File: config.mk
export PLATFORM = sky130hd
export DESIGN_NAME = uart_transceiver
export DESIGN_NICKNAME = d
export VERILOG_FILES = /design/src/rtl/uart_pkg.sv /design/src/rtl/uart_bit_timer.sv /design/src/rtl/uart_transceiver.sv
export SDC_FILE = /design/constraint.sdc
export NUM_CORES = 1
export LEC_CHECK = 0
export CORE_UTILIZATION = 60
export CTS_BUF_LIST = sky130_fd_sc_hd__clkbuf_16
export DETAILED_ROUTE_END_ITERATION = 16
export GPL_TIMING_DRIVEN = 0
export PLACE_DENSITY_LB_ADDON = 0.08
export SYNTH_ARGS = -nofsm -noshare
export SYNTH_HDL_FRONTEND = slang
export SYNTH_SLANG_ARGS = --single-unit
File: constraint.sdc
create_clock -name clk -period 4.9 [get_ports clk]
set_clock_uncertainty 0.15 [all_clocks]
set_input_delay 0.98 -clock clk [delete_from_list [all_inputs] [get_ports clk]]
set_output_delay 0.98 -clock clk [all_outputs]
set_load 0.01 [all_outputs]
File: src/rtl/uart_pkg.sv
// rtl/uart_pkg.sv - shared constants and FSM state type for the UART transceiver
package uart_pkg;

  localparam int unsigned CLK_FREQ_DEF  = 50_000_000;
  localparam int unsigned BAUD_RATE_DEF = 9600;
  localparam int unsigned BIT_CNT_DEF   = CLK_FREQ_DEF / BAUD_RATE_DEF;

  localparam int unsigned DATA_BITS  = 8;
  localparam logic        STOP_LEVEL = 1'b1;

  typedef enum logic [1:0] {
    IDLE  = 2'd0,
    START = 2'd1,
    DATA  = 2'd2,
    STOP  = 2'd3
  } uart_state_e;

endpackage

File: src/rtl/uart_bit_timer.sv
// rtl/uart_bit_timer.sv - baud counter producing half-bit and full-bit ticks
module uart_bit_timer
  import uart_pkg::*;
#(
  parameter int unsigned BIT_CNT = BIT_CNT_DEF
) (
  input  logic clk,
  input  logic rst_n,
  input  logic en_i,
  input  logic clr_i,
  output logic half_tick_o,
  output logic full_tick_o
);

  localparam int unsigned CW = (BIT_CNT > 1) ? $clog2(BIT_CNT) : 1;
  localparam logic [CW-1:0] LAST = CW'(BIT_CNT - 1);
  localparam logic [CW-1:0] HALF = CW'(BIT_CNT / 2 - 1);

  logic [CW-1:0] cnt_q, cnt_d;

  // Counter sits at zero while disabled so every enable starts a fresh bit period.
  always_comb begin
    cnt_d = cnt_q;
    if (!en_i || clr_i) begin
      cnt_d = '0;
    end else if (cnt_q == LAST) begin
      cnt_d = '0;
    end else begin
      cnt_d = cnt_q + 1'b1;
    end
  end

  // Counter register.
  always_ff @(posedge clk or negedge rst_n) begin
    if (!rst_n) begin
      cnt_q <= '0;
    end else begin
      cnt_q <= cnt_d;
    end
  end

  assign half_tick_o = en_i && (cnt_q == HALF);
  assign full_tick_o = en_i && (cnt_q == LAST);

endmodule

File: src/rtl/uart_transceiver.sv
// rtl/uart_transceiver.sv - full-duplex 8N1 UART receiver and transmitter
module uart_transceiver
  import uart_pkg::*;
#(
  parameter int unsigned CLK_FREQ  = CLK_FREQ_DEF,
  parameter int unsigned BAUD_RATE = BAUD_RATE_DEF
) (
  input  logic       clk,
  input  logic       rst_n,
  input  logic       uart_rx,
  output logic       uart_tx,
  output logic [7:0] rx_data,
  output logic       uart_rx_done,
  input  logic [7:0] tx_data,
  input  logic       tx_start
);

  localparam int unsigned BIT_CNT = CLK_FREQ / BAUD_RATE;
  localparam int unsigned BW      = $clog2(DATA_BITS);
  localparam logic [BW-1:0] LAST_BIT = BW'(DATA_BITS - 1);

  // ---------------------------------------------------------------- RX path
  logic                 rx_sync1_q, rx_sync2_q, rx_prev_q;
  logic                 rx_fall;
  uart_state_e          rx_state_q, rx_state_d;
  logic [DATA_BITS-1:0] rx_shift_q, rx_shift_d;
  logic [BW-1:0]        rx_bit_q, rx_bit_d;
  logic [7:0]           rx_data_q, rx_data_d;
  logic                 rx_done_q, rx_done_d;
  logic                 rx_tmr_en, rx_tmr_clr, rx_half_tick, rx_full_tick;

  // Two-flop synchroniser plus one history flop for falling-edge detection.
  always_ff @(posedge clk or negedge rst_n) begin
    if (!rst_n) begin
      rx_sync1_q <= 1'b1;
      rx_sync2_q <= 1'b1;
      rx_prev_q  <= 1'b1;
    end else begin
      rx_sync1_q <= uart_rx;
      rx_sync2_q <= rx_sync1_q;
      rx_prev_q  <= rx_sync2_q;
    end
  end

  assign rx_fall   = rx_prev_q & ~rx_sync2_q;
  assign rx_tmr_en = (rx_state_q != IDLE);

  uart_bit_timer #(.BIT_CNT(BIT_CNT)) u_rx_timer (
    .clk        (clk),
    .rst_n      (rst_n),
    .en_i       (rx_tmr_en),
    .clr_i      (rx_tmr_clr),
    .half_tick_o(rx_half_tick),
    .full_tick_o(rx_full_tick)
  );

  // RX next state: the timer is restarted at mid-start so later samples land mid-bit.
  always_comb begin
    rx_state_d = rx_state_q;
    rx_shift_d = rx_shift_q;
    rx_bit_d   = rx_bit_q;
    rx_data_d  = rx_data_q;
    rx_done_d  = 1'b0;
    rx_tmr_clr = 1'b0;
    case (rx_state_q)
      IDLE: begin
        if (rx_fall) rx_state_d = START;
      end
      START: begin
        if (rx_half_tick) begin
          rx_tmr_clr = 1'b1;
          if (rx_sync2_q) begin
            rx_state_d = IDLE;
          end else begin
            rx_state_d = DATA;
            rx_bit_d   = '0;
          end
        end
      end
      DATA: begin
        if (rx_full_tick) begin
          rx_shift_d = {rx_sync2_q, rx_shift_q[DATA_BITS-1:1]};
          rx_bit_d   = rx_bit_q + 1'b1;
          if (rx_bit_q == LAST_BIT) rx_state_d = STOP;
        end
      end
      STOP: begin
        if (rx_full_tick) begin
          rx_state_d = IDLE;
          if (rx_sync2_q == STOP_LEVEL) begin
            rx_data_d = rx_shift_q;
            rx_done_d = 1'b1;
          end
        end
      end
      default: rx_state_d = IDLE;
    endcase
  end

  // RX state and datapath registers.
  always_ff @(posedge clk or negedge rst_n) begin
    if (!rst_n) begin
      rx_state_q <= IDLE;
      rx_shift_q <= '0;
      rx_bit_q   <= '0;
      rx_data_q  <= '0;
      rx_done_q  <= 1'b0;
    end else begin
      rx_state_q <= rx_state_d;
      rx_shift_q <= rx_shift_d;
      rx_bit_q   <= rx_bit_d;
      rx_data_q  <= rx_data_d;
      rx_done_q  <= rx_done_d;
    end
  end

  assign rx_data      = rx_data_q;
  assign uart_rx_done = rx_done_q;

  // ---------------------------------------------------------------- TX path
  logic                 tx_start_q;
  logic                 tx_edge;
  uart_state_e          tx_state_q, tx_state_d;
  logic [DATA_BITS-1:0] tx_shift_q, tx_shift_d;
  logic [BW-1:0]        tx_bit_q, tx_bit_d;
  logic                 tx_line_q, tx_line_d;
  logic                 tx_tmr_en, tx_half_tick_unused, tx_full_tick;

  assign tx_edge   = tx_start & ~tx_start_q;
  assign tx_tmr_en = (tx_state_q != IDLE);

  uart_bit_timer #(.BIT_CNT(BIT_CNT)) u_tx_timer (
    .clk        (clk),
    .rst_n      (rst_n),
    .en_i       (tx_tmr_en),
    .clr_i      (1'b0),
    .half_tick_o(tx_half_tick_unused),
    .full_tick_o(tx_full_tick)
  );

  // TX next state: the line is computed one cycle ahead so uart_tx comes straight from a flop.
  always_comb begin
    tx_state_d = tx_state_q;
    tx_shift_d = tx_shift_q;
    tx_bit_d   = tx_bit_q;
    tx_line_d  = tx_line_q;
    case (tx_state_q)
      IDLE: begin
        tx_line_d = 1'b1;
        if (tx_edge) begin
          tx_shift_d = tx_data;
          tx_state_d = START;
          tx_line_d  = 1'b0;
        end
      end
      START: begin
        if (tx_full_tick) begin
          tx_state_d = DATA;
          tx_bit_d   = '0;
          tx_line_d  = tx_shift_q[0];
        end
      end
      DATA: begin
        if (tx_full_tick) begin
          tx_bit_d = tx_bit_q + 1'b1;
          if (tx_bit_q == LAST_BIT) begin
            tx_state_d = STOP;
            tx_line_d  = STOP_LEVEL;
          end else begin
            tx_shift_d = {1'b0, tx_shift_q[DATA_BITS-1:1]};
            tx_line_d  = tx_shift_q[1];
          end
        end
      end
      STOP: begin
        if (tx_full_tick) begin
          tx_state_d = IDLE;
          tx_line_d  = 1'b1;
        end
      end
      default: begin
        tx_state_d = IDLE;
        tx_line_d  = 1'b1;
      end
    endcase
  end

  // TX state, datapath and start-edge history registers.
  always_ff @(posedge clk or negedge rst_n) begin
    if (!rst_n) begin
      tx_start_q <= 1'b0;
      tx_state_q <= IDLE;
      tx_shift_q <= '0;
      tx_bit_q   <= '0;
      tx_line_q  <= 1'b1;
    end else begin
      tx_start_q <= tx_start;
      tx_state_q <= tx_state_d;
      tx_shift_q <= tx_shift_d;
      tx_bit_q   <= tx_bit_d;
      tx_line_q  <= tx_line_d;
    end
  end

  assign uart_tx = tx_line_q;

endmodule

# After elaboration in Yosys (flattened, before gate mapping)

Index checks and enable logic that the tools add are counted.

Reduce and logical (&&, ||, !) cells: 20
Bitwise operators: 4
Equal/unequal tests: 23
Add/subtract/negate cells: 4
Muxes and demuxes: 39

Operators by type and width:

| cell                  | number |
|---|---|
| $mux 13               | 4 |
| $add 13x1->13 const B | 2 |
| $eq 13x13->1 const B  | 2 |
| $mux 8                | 3 |
| $ne 2x2->1 const B    | 12 |
| $mux 2                | 11 |
| $pmux 2 s4            | 2 |
| $pmux 8 s2            | 1 |
| $mux 3                | 5 |
| $eq 13x12->1 const B  | 1 |
| $pmux 3 s2            | 2 |
| $mux 1                | 10 |
| $reduce_and 5->1      | 2 |
| $reduce_bool 2->1     | 5 |
| $reduce_and 3->1      | 3 |
| $eq 2x2->1 const B    | 4 |
| $reduce_and 4->1      | 2 |
| $add 3x1->3 const B   | 2 |
| $eq 3x3->1 const B    | 2 |
| $eq 2x1->1 const B    | 2 |
| $logic_not 2->1       | 2 |
| $pmux 1 s4            | 1 |
| $logic_and 1x1->1     | 3 |
| $and 1x1->1           | 2 |
| 4 further kinds       | 5 |

Register bits after elaboration: 66
Output and inout bits: 10

# Depth between registers and ports, before layout

Word-level depth: 6
Depth in mapped cells: 8
Mapped depth without buffers: 6

# Cells and area by module

A second synthesis with hierarchy kept.

Cells, all modules: 293
Area total of the unflattened synthesis: 3,330.7 um^2

Modules (own cells, without submodules):

| module           | times used | area each (um^2) | cells an instance | sequential area each (um^2) |
|---|---|---|---|---|
| uart_transceiver | 1          | 1,809.2          | 149               | 1,006.0 |
| uart_bit_timer   | 2          | 760.7            | 72                | 325.3 |

# Least setup slack after synthesis

Ideal clock, no wire load.

Path kind: input port to flip-flop
Start: input port tx_start
End: register tx_state_q[1]
Stages: 4
Arrival time: 2,032 ps
Required time: 4,625 ps
Path slack: 2,593 ps
Library setup time: 125 ps
Path through: nand2b_1 > a2111oi_0 > o21bai_1 > mux2_2

Longest elaborated chain between the ends: 3

Ends and longest elaborated chain:

| item                       | RTL line                | RTL |
|---|---|---|
| from (decl)                | uart_transceiver.sv:15  | `input logic tx_start` |
| $and 1x1->1                | uart_transceiver.sv:129 | `assign tx_edge = tx_start & ~tx_start_q;` |
| $ne 2x2->1 (no line)       | n/a                     |  |
| $reduce_and 5->1 (no line) | n/a                     |  |
| to (signal assigned)       | uart_transceiver.sv:198 | `tx_state_q <= tx_state_d;` |
| to (decl)                  | uart_transceiver.sv:123 | `uart_state_e tx_state_q, tx_state_d;` |

Every way passes these cells.
A chain may end at the register's enable or synchronous reset.

# Final worst setup path

Ends and elaborated chain as after synthesis.

==> key figures <==
Floorplanning
  • Core footprint: 0.005075 mm^2
  • Die Area: 0.005564 mm^2
  • Initial Util: 62.30%
  • Vert. Die Dim: 74.59 um
  • Die Span X: 74.59 um
  • I/O pins: 22
  • FP Rows: 26

CTS
  • CTS Buffer Depth: 2
  • TritonCTS Buffers: 9
  • CTS-repair resized insts: 0
  • Clk sink count: 66
  • Post-CTS Setup Inserts: 0
  • Hold Buf Count CTS: 0
  • CTS root buffer: clkbuf_16
  • Insertion delay to the later sink of the worst-skew pair: 0.32 ns
  • CTS H-tree lvls: 3
  • TritonCTS clock tree: done
  • CTS clk-pin slew, worst paths: 0.05 ns

Logic synthesis
  • Mapped Cells: 272
  • Top-area cell type share of the netlist area: 49.07%
  • Mapped Area: 0.003162 mm^2
  • Post-synthesis net count: 295
  • Post-synth top flop: dfrtp_1
  • Synth area leader: dfrtp_1
  • FFs w/ async S/R, synth: 100.0%
  • Most common cell in the netlist: dfrtp_1
  • Area contributors post-synth: dfrtp_1 49%, mux2_2 11%, ha_1 4.4%
  • Register area share after synthesis: 52.39%
  • Yosys warnings: 0
  • Yosys reg bits: 66
  • Count of cell types in the netlist: 43
  • Commonest cells in the netlist: 62 x dfrtp_1, 32 x mux2_2, 25 x nor2_1
  • Post-synth EDFFs: 0
  • Average size of a mapped cell: 11.62 um^2

Layout
  • Fin area: 0.003751 mm^2
  • Ant diodes: 0
  • # fillers: 358
  • Reg area: 0.001657 mm^2
  • Share of layout cells above drive strength 1: 21.68%
  • Multi-input combinational cell area: 0.001425 mm^2
  • Layout area overhead: 18.64%
  • Nets: 327

Critical path
  • Worst path max stage delay: 0.69 ns
  • Critical path class: input port to flip-flop
  • Worst Path Max Fanout: 3
  • Largest delay share family, worst path: compound AO/OA/AOI/OAI gates
  • Crit-path cells: clkdlybuf4s50_1 -> nand2b_1 -> a2111oi_0 -> o21bai_1 -> mux2_2
  • Critical Path RT: 4.96 ns
  • CP Launch Type: input port
  • Crit. End Element: flip-flop
  • Worst path buffer plus inverter count: 1
  • Worst path slowest cell: a2111oi_0
  • Crit path DAT: 2.89 ns

Detailed routing
  • Residual DRC: 0
  • Vias: 2107
  • Wirelength per Cell: 14.02 um
  • Antenna Violating Nets Remaining: 0
  • Routed vias/inst: 5.559
  • Drt first pass iters: 5
  • 1st-iter DRT viols: 115
  • WL final: 5314 um

STA
  • Slew Limit Headroom: 46.71%
  • Hold Vio Cnt, Final: 0
  • Tightest Pin Transition: 0.7994 ns
  • Max frequency: 353.0 MHz
  • Ratio of final minimum period to clock period: 57.82%
  • Min Tclk post-route: 2.833 ns
  • Setup TNS: 0 ns
  • Unrepaired setup endpoints after global routing: no
  • Final setup viols: 0
  • Max-slew violations: 0
  • Final setup margin: 2.067 ns

Global route
  • Largest net degree at the start of global routing: 67
  • Global-route wire length before repair: 8990 um
  • Number of global-route vias before repair: 1994
  • Initial antenna violation count: 0
  • Total Routing Usage GR: 21.92%
  • Congestion Overflow GR: 0

Place
  • Routability cong.: 0.7969
  • IO Port Bufs: 21
  • DP Area: 0.003457 mm^2
  • Post-DP HPWL: 3445 um
  • Setup slack after placement: 1.899 ns

Pwr
  • P per Cell Area: 458.0 mW/mm^2
  • Leakage power: 0.001668 uW
  • Peak VDD IR: 344.2 uV
  • Total power: 1718 uW

Run
  • Max_cap viols: 0

Min path
  • Worst hold-check path type: flip-flop to flip-flop

Outcome
  • Status: finished clean
## per-stage QoR
| stage | util (%) | hold slack (ns) | cells |
|---|---|---|---|
| global route | 73.92 | 0.2140 | 379 |
| detailed placement | 68.12 | 0.1978 | 363 |
| floorplan | - | 0.1952 | 272 |
| global placement | 68.17 | 0.1958 | 363 |
| CTS | 73.92 | 0.2052 | 379 |
| finish | 73.92 | 0.2047 | 379 |
## worst register-to-register path: cells and delay by family, from the launching register on
family	cells	cell delay (ns)
fa+ha+maj	1	0.20
flops	1	0.40
mux	1	0.37
buf+inv	2	0.32
compound gates	2	0.94
## cells by family (layout without fill, tap and decap cells)
logic type	count (synthesis)	count (layout)	share of synthesized area [%]
and+or+nand+nor	93	93	17.13
DFF	66	66	52.39
muxes	35	35	12.35
AOI/OAI and AO/OA	28	28	6.253
buffers and inverters	21	58	2.532
xor gates and xnor gates	18	18	4.986
adders and majority gates	11	11	4.353
## flip-flops by register name, summed over array words and instances (netlist names), 2 cells and up, named ones only
| name | count |
|---|---|
| tx_state_q | 2 |
| tx_bit_q | 3 |
| u_rx_timer.cnt_q | 13 |
| rx_bit_q | 3 |
| rx_data | 8 |
| tx_shift_q | 8 |
| u_tx_timer.cnt_q | 13 |
| rx_shift_q | 8 |
## layer usage
layer	track usage (%)	part of all wire (%)	up-vias
li1	-	-	1037
met1	28.89	49	1031
met2	34.73	46	27
met3	4.065	2.2	12
met4	11.32	2.0	0
met5	0	0	-
## final cells by class
type | instances | share of cell area (%)
Sequential cell | 66 | 44.16
Multi-Input combinational cell | 185 | 37.99
Buffer | 6 | 0.6338
Timing Repair Buffer | 21 | 5.537
Clock inverter | 7 | 1.835
Inverter | 15 | 1.501
Tap cell | 70 | 2.335
Clock buffer | 9 | 6.004
## final timing paths
check | cells past startpoint | slack (ns) | start | to
min in group asynchronous | 1 | 0.59 | rst_n | u_rx_timer.cnt_q[8]$_DFF_PN0_
setup / recovery | 5 | 2.07 | tx_start | tx_state_q[1]$_DFFE_PN0P_
setup reg to reg | 6 | 2.41 | tx_state_q[0]$_DFFE_PN0P_ | tx_state_q[1]$_DFFE_PN0P_
hold / removal | 0 | 0.20 | rx_sync1_q$_DFF_PN1_ | rx_sync2_q$_DFF_PN1_
max in group asynchronous | 1 | 3.48 | rst_n | u_tx_timer.cnt_q[9]$_DFF_PN0_
hold reg to reg | 0 | 0.20 | rx_sync1_q$_DFF_PN1_ | rx_sync2_q$_DFF_PN1_
## cells in the final DEF (no fill, tap or decap), types with 3 or more instances in the layout
| cell | n |
|---|---|
| or3_1 | 4 |
| inv_1 | 15 |
| xor2_1 | 5 |
| nor4_1 | 4 |
| and4bb_2 | 4 |
| a21oi_1 | 7 |
| ha_1 | 11 |
| mux2i_1 | 3 |
| nand4_1 | 3 |
| dfrtp_1 | 62 |
| clkbuf_16 | 9 |
| xnor2_1 | 13 |
| nand2_1 | 12 |
| nor3_1 | 8 |
| nand3_1 | 13 |
| clkbuf_1 | 5 |
| dfstp_2 | 4 |
| clkdlybuf4s50_1 | 20 |
| nor2_1 | 25 |
| mux2_2 | 32 |
| o21ai_0 | 10 |
## power breakdown
| part | leakage, uW | switching [uW] | internal (uW) |
|---|---|---|---|
| clock | 0.000143 | 236 | 392 |
| combinational | 0.000653 | 192 | 183 |
| sequential | 0.000872 | 78.2 | 636 |
No activity file was read; power rests on OpenSTA's default activity.
